File: src/rtl/rx_iod_lane_align_ctrl.sv
// rx_iod_lane_align_ctrl
// ----------------------
// Receive-lane training engine for a bank of RX IOD lanes with dynamic delay
// lines and eye monitors. Lanes are trained one after another. For each lane
// the engine sweeps the delay line from tap 0 upwards and samples the eye
// monitor flags at every tap. It records the longest clean window, then
// steps the delay back down to the centre of that window. A lane whose best
// window is shorter than MIN_EYE is flagged in TRAIN_ERR and reloaded to
// tap 0.
//
// Optional feature macro: RX_ALIGN_TRACK_EN. When it is defined, the DONE
// state services the passing lanes round-robin and nudges each one by a
// single tap towards the eye centre, following EARLY/LATE.
//
// Ports:
//   FAB_CLK                  sole clock
//   ARST_N                   asynchronous active-low reset
//   START                    1-cycle pulse that starts training (ignored while BUSY)
//   EYE_MONITOR_EARLY/LATE   per-lane eye monitor flags
//   DELAY_LINE_OUT_OF_RANGE  per-lane delay range limit
//   DELAY_LINE_MOVE          per-lane 1-cycle tap move pulse
//   DELAY_LINE_DIRECTION     per-lane direction (1 = increment); held between pulses
//   DELAY_LINE_LOAD          per-lane 1-cycle reload-to-tap-0 pulse
//   EYE_MONITOR_CLEAR_FLAGS  per-lane 1-cycle flag clear
//   BUSY                     training in progress
//   TRAIN_DONE               all lanes trained
//   TRAIN_ERR                per-lane "window shorter than MIN_EYE"
//   TAP_VAL                  current tap per lane, lane n at [n*TAP_W +: TAP_W]
module rx_iod_lane_align_ctrl #(
    parameter int LANES      = 2,
    parameter int TAP_W      = 7,
    parameter int SETTLE_CYC = 8,
    parameter int MIN_EYE    = 4
) (
    input  logic                   FAB_CLK,
    input  logic                   ARST_N,
    input  logic                   START,
    input  logic [LANES-1:0]       EYE_MONITOR_EARLY,
    input  logic [LANES-1:0]       EYE_MONITOR_LATE,
    input  logic [LANES-1:0]       DELAY_LINE_OUT_OF_RANGE,
    output logic [LANES-1:0]       DELAY_LINE_MOVE,
    output logic [LANES-1:0]       DELAY_LINE_DIRECTION,
    output logic [LANES-1:0]       DELAY_LINE_LOAD,
    output logic [LANES-1:0]       EYE_MONITOR_CLEAR_FLAGS,
    output logic                   BUSY,
    output logic                   TRAIN_DONE,
    output logic [LANES-1:0]       TRAIN_ERR,
    output logic [LANES*TAP_W-1:0] TAP_VAL
);

    localparam int LANE_W = (LANES > 1) ? $clog2(LANES) : 1;
    localparam int CNT_W  = $clog2(SETTLE_CYC + 1);
    localparam int LEN_W  = TAP_W + 1;
    localparam logic [TAP_W-1:0] TAP_MAX = {TAP_W{1'b1}};

    typedef enum logic [3:0] {
        S_IDLE, S_LOAD, S_CLEAR, S_SETTLE, S_SAMPLE, S_STEP, S_CENTER, S_NEXT,
        S_DONE, S_TCLEAR, S_TSETTLE, S_TSAMPLE, S_TMOVE
    } state_t;

    state_t             state_q, state_d;
    logic [LANE_W-1:0]  lane_q, lane_d;
    logic [TAP_W-1:0]   tap_q [LANES];
    logic [TAP_W-1:0]   tap_d [LANES];
    logic [LEN_W-1:0]   run_len_q, run_len_d, best_len_q, best_len_d;
    logic [TAP_W-1:0]   run_start_q, run_start_d, best_start_q, best_start_d;
    logic [CNT_W-1:0]   cnt_q, cnt_d;
    logic               dir_q, dir_d;
    logic               center_ph_q, center_ph_d;
    logic               done_q, done_d;
    logic [LANES-1:0]   err_q, err_d;

    logic               move_p, load_p, clr_p, busy;
    logic [LANES-1:0]   lane_oh;
    logic [LANE_W-1:0]  lane_nxt;
    logic [TAP_W-1:0]   tap_cur;
    logic               early_cur, late_cur, oor_cur, good;
    logic [LEN_W-1:0]   run_new, target;
    logic               at_target, eye_ok;

    assign lane_oh   = LANES'(1) << lane_q;
    assign lane_nxt  = (lane_q == LANE_W'(LANES - 1)) ? '0 : lane_q + LANE_W'(1);
    assign tap_cur   = tap_q[lane_q];
    assign early_cur = EYE_MONITOR_EARLY[lane_q];
    assign late_cur  = EYE_MONITOR_LATE[lane_q];
    assign oor_cur   = DELAY_LINE_OUT_OF_RANGE[lane_q];
    assign good      = !(early_cur || late_cur || oor_cur);
    assign run_new   = good ? run_len_q + LEN_W'(1) : '0;
    assign target    = {1'b0, best_start_q} + (best_len_q >> 1);
    assign at_target = ({1'b0, tap_cur} == target);
    assign eye_ok    = (best_len_q >= LEN_W'(MIN_EYE));
    assign busy      = (state_q inside {S_LOAD, S_CLEAR, S_SETTLE, S_SAMPLE,
                                        S_STEP, S_CENTER, S_NEXT});

    always_comb begin
        state_d      = state_q;
        lane_d       = lane_q;
        tap_d        = tap_q;
        run_len_d    = run_len_q;
        best_len_d   = best_len_q;
        run_start_d  = run_start_q;
        best_start_d = best_start_q;
        cnt_d        = cnt_q;
        dir_d        = dir_q;
        center_ph_d  = center_ph_q;
        done_d       = done_q;
        err_d        = err_q;
        move_p       = 1'b0;
        load_p       = 1'b0;
        clr_p        = 1'b0;

        case (state_q)
            S_LOAD: begin
                load_p        = 1'b1;
                tap_d[lane_q] = '0;
                run_len_d     = '0;
                best_len_d    = '0;
                state_d       = S_CLEAR;
            end
            S_CLEAR: begin
                clr_p   = 1'b1;
                cnt_d   = '0;
                state_d = S_SETTLE;
            end
            S_SETTLE: begin
                if (cnt_q == CNT_W'(SETTLE_CYC - 1)) state_d = S_SAMPLE;
                else                                 cnt_d   = cnt_q + CNT_W'(1);
            end
            S_SAMPLE: begin
                run_len_d = run_new;
                if (good && run_len_q == '0) run_start_d = tap_cur;
                // Strict compare: on a tie the earlier window is kept.
                if (run_new > best_len_q) begin
                    best_len_d   = run_new;
                    best_start_d = (run_len_q == '0) ? tap_cur : run_start_q;
                end
                if (tap_cur == TAP_MAX || oor_cur) begin
                    state_d     = S_CENTER;
                    dir_d       = 1'b0;
                    center_ph_d = 1'b0;
                end else begin
                    state_d = S_STEP;
                    dir_d   = 1'b1;
                end
            end
            S_STEP: begin
                move_p        = 1'b1;
                tap_d[lane_q] = tap_cur + TAP_W'(1);
                state_d       = S_CLEAR;
            end
            S_CENTER: begin
                if (!eye_ok) begin
                    err_d[lane_q] = 1'b1;
                    load_p        = 1'b1;
                    tap_d[lane_q] = '0;
                    state_d       = S_NEXT;
                end else if (at_target) begin
                    state_d = S_NEXT;
                end else if (!center_ph_q) begin
                    // Decrement pulses alternate with an idle gap cycle.
                    move_p        = 1'b1;
                    tap_d[lane_q] = tap_cur - TAP_W'(1);
                    center_ph_d   = 1'b1;
                end else begin
                    center_ph_d = 1'b0;
                end
            end
            S_NEXT: begin
                lane_d = lane_nxt;
                if (lane_q == LANE_W'(LANES - 1)) begin
                    state_d = S_DONE;
                    done_d  = 1'b1;
                end else begin
                    state_d = S_LOAD;
                end
            end
`ifdef RX_ALIGN_TRACK_EN
            S_DONE: begin
                if (err_q[lane_q]) lane_d  = lane_nxt;
                else               state_d = S_TCLEAR;
            end
            S_TCLEAR: begin
                clr_p   = 1'b1;
                cnt_d   = '0;
                state_d = S_TSETTLE;
            end
            S_TSETTLE: begin
                if (cnt_q == CNT_W'(SETTLE_CYC - 1)) state_d = S_TSAMPLE;
                else                                 cnt_d   = cnt_q + CNT_W'(1);
            end
            S_TSAMPLE: begin
                if (early_cur && !late_cur && tap_cur != TAP_MAX && !oor_cur) begin
                    dir_d   = 1'b1;
                    state_d = S_TMOVE;
                end else if (late_cur && !early_cur && tap_cur != '0) begin
                    dir_d   = 1'b0;
                    state_d = S_TMOVE;
                end else begin
                    lane_d  = lane_nxt;
                    state_d = S_DONE;
                end
            end
            S_TMOVE: begin
                move_p        = 1'b1;
                tap_d[lane_q] = dir_q ? tap_cur + TAP_W'(1) : tap_cur - TAP_W'(1);
                lane_d        = lane_nxt;
                state_d       = S_DONE;
            end
`else
            S_DONE: state_d = S_DONE;
`endif
            default: state_d = S_IDLE;
        endcase

        // Any non-busy state (idle, done, tracking) accepts a new run.
        if (!busy && START) begin
            state_d = S_LOAD;
            lane_d  = '0;
            done_d  = 1'b0;
            err_d   = '0;
        end
    end

    always_ff @(posedge FAB_CLK or negedge ARST_N) begin
        if (!ARST_N) begin
            state_q      <= S_IDLE;
            lane_q       <= '0;
            for (int i = 0; i < LANES; i++) tap_q[i] <= '0;
            run_len_q    <= '0;
            best_len_q   <= '0;
            run_start_q  <= '0;
            best_start_q <= '0;
            cnt_q        <= '0;
            dir_q        <= 1'b0;
            center_ph_q  <= 1'b0;
            done_q       <= 1'b0;
            err_q        <= '0;
        end else begin
            state_q      <= state_d;
            lane_q       <= lane_d;
            tap_q        <= tap_d;
            run_len_q    <= run_len_d;
            best_len_q   <= best_len_d;
            run_start_q  <= run_start_d;
            best_start_q <= best_start_d;
            cnt_q        <= cnt_d;
            dir_q        <= dir_d;
            center_ph_q  <= center_ph_d;
            done_q       <= done_d;
            err_q        <= err_d;
        end
    end

    assign DELAY_LINE_MOVE         = move_p ? lane_oh : '0;
    assign DELAY_LINE_DIRECTION    = dir_q  ? lane_oh : '0;
    assign DELAY_LINE_LOAD         = load_p ? lane_oh : '0;
    assign EYE_MONITOR_CLEAR_FLAGS = clr_p  ? lane_oh : '0;
    assign BUSY                    = busy;
    assign TRAIN_DONE              = done_q;
    assign TRAIN_ERR               = err_q;

    generate
        for (genvar gi = 0; gi < LANES; gi++) begin : g_tap_val
            assign TAP_VAL[gi*TAP_W +: TAP_W] = tap_q[gi];
        end
    endgenerate

endmodule
File: config.mk
export PLATFORM = sky130hd
export DESIGN_NAME = rx_iod_lane_align_ctrl
export DESIGN_NICKNAME = d
export VERILOG_FILES = /design/src/rtl/rx_iod_lane_align_ctrl.sv
export SDC_FILE = /design/constraint.sdc
export NUM_CORES = 1
export LEC_CHECK = 0
export BUFFER_PORTS_ARGS = -buffer_cell sky130_fd_sc_hd__buf_2
export CORE_ASPECT_RATIO = 0.9
export CORE_MARGIN = 2
export CORE_UTILIZATION = 46
export DETAILED_ROUTE_END_ITERATION = 6
export MAX_ROUTING_LAYER = met4
export PLACE_DENSITY = 0.72
export SETUP_SLACK_MARGIN = 0.05
export SYNTH_ARGS = -nofsm -noshare
export SYNTH_HDL_FRONTEND = slang
export SYNTH_SLANG_ARGS = --single-unit
File: constraint.sdc
create_clock -name FAB_CLK -period 3.8 [get_ports FAB_CLK]
set_input_delay 0.57 -clock FAB_CLK [delete_from_list [all_inputs] [get_ports FAB_CLK]]
set_output_delay 0.57 -clock FAB_CLK [all_outputs]
set_load 0.02 [all_outputs]
## Word level (Yosys, flattened, before mapping)

Index checks and enable logic that the tools add are counted.

- Register bits: 58
- Bits in latches: 0
- Bits in writable memories: 0
- Bits in read-only memories: 0
- Input bits: 9
- Output and inout bits: 26
- Word-level logic and storage cells: 137
- Memories: 0

- $add $sub $neg: 6
- Multipliers: 0
- Divide/modulo/power cells: 0
- $lt $le $gt $ge: 6
- Equal/unequal tests: 21
- Shift-type cells: 1
- Multiplexer cells: 58
- Bitwise logic cells: 4
- Reduce and logical (&&, ||, !) cells: 28

Operator list:

| cell | number |
|---|---|
| $mux W14 | 3 |
| $pmux W14 S3 | 1 |
| $mux W7 | 5 |
| $pmux W8 S2 | 2 |
| $bwmux W14 | 2 |
| $pmux W4 S7 | 1 |
| $mux W4 | 6 |
| $mux W1 | 22 |
| $eq A4 B3 Y1 const B | 5 |
| $mux W2 | 8 |
| $mux W8 | 2 |
| $and A14 B14 Y14 | 1 |
| $not A14 Y14 | 1 |
| $reduce_and A2 Y1 | 7 |
| $reduce_bool A2 Y1 | 6 |
| $add A7 B7 Y8 | 1 |
| $add A8 B1 Y8 const B | 1 |
| $eq A4 B2 Y1 const B | 2 |
| $eq A7 B8 Y1 | 1 |
| $ge A8 B3 Y1 const B | 1 |
| $gt A8 B8 Y1 | 1 |
| $logic_not A8 Y1 | 1 |
| $pmux W4 S2 | 1 |
| $add A7 B1 Y7 const B | 1 |
| 29 further kinds | 42 |

## Longest topological paths before layout

- Word-level depth: 10
- Depth in mapped cells: 15
- Depth with buffers taken out: 12

## Worst setup path before layout

Ideal clock, no wire load.

- Path type: register to register
- From: reg lane_q
- To: reg best_len_q[5]
- Library setup time: 131 ps
- Arrival: 3200 ps
- Required time: 3669 ps
- Setup slack: 469 ps
- Stages on the path, launching flop included: 16
- Cells stage by stage: dfrtp_1 -> buf_6 -> buf_1 -> nor4_1 -> a21oi_1 -> clkbuf_1 -> nor2_1 -> ha_1 -> and3_1 -> a221o_1 -> a221o_1 -> a32oi_1 -> nor2_1 -> clkbuf_1 -> nand2_1 -> o21ai_0

- Longest elaborated chain between the ends: 8
- Elaborated cells between the ends (all ways): 14

RTL lines:

| item | line | RTL |
|---|---|---|
| start: declaration | 62 | `logic [LANE_W-1:0] lane_q, lane_d;` |
| start signal: assignment | 240 | `lane_q <= lane_d;` |
| $mux W1, on equally long branches (2 in a row) | 84, 85 |  |
| $logic_or A1 B1 Y1 | 87 | `assign good = !(early_cur \|\| late_cur \|\| oor_cur);` |
| $logic_or A1 B1 Y1 * | 87 |  |
| $mux W8 * | 88 | `assign run_new = good ? run_len_q + LEN_W'(1) : '0;` |
| $gt A8 B8 Y1 | 133 | `if (run_new > best_len_q) begin` |
| $ne A2 B1 Y1 (no line) | - |  |
| $reduce_and A2 Y1 (no line) | - |  |
| end signal: assignment | 243 | `best_len_q <= best_len_d;` |
| end: declaration | 65 | `logic [LEN_W-1:0] run_len_q, run_len_d, best_len_q, best_len_d;` |

Every way passes the cells marked *; elsewhere a longest branch is shown, timed or not. The select of a mux whose other input is x is not followed.
A chain may end at the register's enable or synchronous reset.

## Worst setup path in the final report

- From: reg lane_q
- To: out DELAY_LINE_MOVE[0]

- Longest elaborated chain between the ends: 9
- Elaborated cells between the ends (all ways): 10

RTL lines:

| item | line | RTL |
|---|---|---|
| $not A1 Y2 (not written as such) | 83 | `assign tap_cur = tap_q[lane_q];` |
| $mux W7 (not written as such) (3 in a row) | 83 |  |
| $eq A7 B8 Y1 | 90 | `assign at_target = ({1'b0, tap_cur} == target);` |
| $mux W1 | 157 | `end else if (at_target) begin` |
| $mux W1 | 152 | `if (!eye_ok) begin` |
| $pmux W1 S2 | 112 | `case (state_q)` |
| $mux W2 * | 254 | `assign DELAY_LINE_MOVE = move_p ? lane_oh : '0;` |
| end: declaration | 41 | `output logic [LANES-1:0] DELAY_LINE_MOVE,` |

Marks and branches as above.

==> reports/metrics.yaml <==
finish:
  diodes: 0
  layoutNonFillerInstCount: 555
  final_util_pct: 53.6
  finalNetCount: 482
  drive_gt1_share_pct: 19.1
  area_growth_pct: 13.2
routing:
  wl_met1_um: 4250
  met3_length_um: 279
  wl_per_cell_um: 15.6
  routed_via_density: 5.68
  drt-total-wl_um: 8680
  drtPass1Iterations: 4
  top_layer: "met4"
  drtAntennaViolNets: 0
  vias: 3153
  dr.first_iter.drc_count: 171
  drc: 0
  met2_length_um: 4070
power_and_ir_drop:
  power_leakage_nw: 2.03
  p_per_area_nw_per_um2: 558
  ir_drop_mv: 0.364
floorplan:
  start_util_pct: 47.4
  die_area_um2: 9050
  io_pins: 35
  core_um2: 8070
  die_h_um: 90.5
  die_x_um: 100
  row_count: 31
timing:
  slew_viol_final: 0
  hold_violations: 0
  fin_worst_skew_ns: 0.00901
  tightest_slew_ns: 0.832
  rsz0062_at_grt: "no"
  maxSlewHeadroom_pct: 44.5
  final-setup-viol-count: 0
  fin_setup_tns_ns: 0
  final.min_clock_period_ns: 3.53
  setup_ws_ns: 0.269
  finalCritPeriodShare_pct: 92.9
  clock.fmax_mhz: 283
logic_synthesis:
  seq_area_frac_synth_pct: 38.0
  synth_top_area_share_pct: 38.0
  synth_area_leader_cell: "dfrtp_1"
  syn_avg_cell_area_um2: 9.23
  synth_area_leaders: "dfrtp_1 (38%), ha_1 (6.9%), o21ai_0 (4.7%)"
  ys_warn_count: 0
  synth_ff_type: "dfrtp_1"
  synthCells: 414
  synth.net_count: 445
  synth_cell_types: 59
  ys_seq_elements: 58
  async_flop_share_pct: 100
  ys_top_cells_by_count: "dfrtp_1 (58), nand2_1 (46), o21ai_0 (36)"
  syn_area_um2: 3820
  synth_edf_count: 0
  yosysMostFrequentCell: "dfrtp_1"
placed_design:
  pre_cts_ws_ns: 0.120
  dp_cells: 539
  numPortBuffers: 34
  hpwl_um: 6590
  gp_congestion: 0.897
global_routing:
  grt_pass1_wl_um: 14600
  grt_pass1_vias: 2993
  grtUsageTotal_pct: 20.6
  overflow: 0
  grt_max_degree: 34
  antenna_found_initial: 0
setup_path:
  crit_path_max_fanout: 26
  worst_ep_required_time_ns: 3.23
  cp-start-kind: "register"
  cp_data_arrival_time_ns: 2.96
  crit_type: "reg -> out"
  endpoint_kind: "output pin"
outcome:
  status: "finished, final reports clean"
clock_network:
  cts_root_buf: "clkbuf_8"
  clk_latency_ns: 0.34
  clock-sinks: 58
  h-tree-depth: 3
  clkTransAtPathRegs_ns: 0.07
  numCtsBuffers: 9
  cts_tree: "built"
  clk_path_buf_depth: 2
run:
  drv_cap: 0
hold_path:
  min_path_type: "in -> async"
==> routing by layer <==
| metal | global-route usage [%] | vias to the layer above |
|---|---|---|
| met4 | 4.79 | 0 |
| met1 | 27.7 | 1536 |
| met2 | 32.0 | 48 |
| met3 | 4.41 | 5 |
| li1 | - | 1564 |
| met5 | - | - |
==> path summary, 6_finish.rpt <==
path	from	endpoint	slack [ns]	depth (start not counted)
min	ARST_N	TAP_VAL[8]$_DFFE_PN0P_	0.21	1
max	lane_q$_DFFE_PN0P_	DELAY_LINE_MOVE[0]	0.27	9
min in group FAB_CLK	run_start_q[0]$_DFFE_PN0P_	run_start_q[0]$_DFFE_PN0P_	0.48	2
min reg2reg	run_start_q[0]$_DFFE_PN0P_	run_start_q[0]$_DFFE_PN0P_	0.48	2
max reg2reg	lane_q$_DFFE_PN0P_	best_len_q[1]$_DFFE_PN0P_	0.37	11
max in group asynchronous	ARST_N	best_len_q[5]$_DFFE_PN0P_	2.74	2
==> cells in the final DEF (no fill, tap or decap), types with 7 or more instances in the layout <==
| cell type | n |
|---|---|
| xor2_1 | 10 |
| a21oi_1 | 13 |
| ha_1 | 21 |
| buf_2 | 34 |
| mux2_2 | 7 |
| nor2_1 | 35 |
| nand3_1 | 16 |
| or3_1 | 7 |
| o21ai_0 | 36 |
| clkbuf_8 | 10 |
| inv_1 | 18 |
| buf_4 | 10 |
| dfrtp_1 | 58 |
| xnor2_1 | 16 |
| nor3_1 | 9 |
| a21o_1 | 14 |
| nand2_1 | 46 |
==> where the power goes <==
| part | leakage (nW) | internal [mW] | switching (mW) | total [mW] |
|---|---|---|---|---|
| clock network | 0.0945 | 0.320 | 0.264 | 0.584 |
| logic | 1.15 | 0.386 | 0.600 | 0.986 |
| registers | 0.788 | 0.712 | 0.132 | 0.844 |
| total | 2.03 | 1.42 | 0.996 | 2.41 |
==> cell families after synthesis <==
group	Yosys count	share of synthesized area (%)
fa+ha+maj	22	7.40
simple gates	145	18.3
mux	26	8.91
buf+inv	37	3.83
compound gates	100	17.6
xor+xnor	26	5.96
flops	58	38.0
==> sequential cells by signal, summed over array words and instances, names as in the netlist, 2 cells and up <==
| name | count |
|---|---|
| TAP_VAL | 14 |
| best_len_q | 8 |
| run_len_q | 8 |
| best_start_q | 7 |
| run_start_q | 7 |
| cnt_q | 4 |
| state_q | 4 |
| TRAIN_ERR | 2 |
==> critical path: stages, from the launching register on <==
cell and delay (ns):
dfrtp_1 0.39, buf_4 0.35, mux2i_4 0.44, xor2_1 0.13, or3_1 0.35, o2111ai_2 0.12, a2111oi_4 0.09, or3_1 0.41
a21oi_1 0.16, buf_2 0.18
==> cell type report <==
type / instances / area [µm²]
clock inverter: 6 / 66.3
multi-input combinational: 319 / 2230
fill: 734 / 3740
inverter: 19 / 71.3
tap: 99 / 124
timing repair buffer: 44 / 245
sequential: 58 / 1450
clock buffer: 10 / 138
==> per-stage QoR <==
| step | hold WS, ns | total power, mW | area [µm²] |
|---|---|---|---|
| floorplan | 0.274 | 1.59 | 3820 |
| global placement | 0.465 | 1.81 | 4120 |
| detailed placement | 0.471 | 1.84 | 4120 |
| CTS | 0.234 | 2.42 | 4320 |
| global route | 0.252 | 2.57 | 4330 |
| finish | 0.213 | 2.41 | 4330 |
==> repair_timing <==
item | CTS | global route
buffers inserted | 0 | 0
endpoints found under the setup margin | 0 | 2
resized for setup | 0 | 1
hold buffers | 0 | 0
Power figures use the tool's default switching activity.
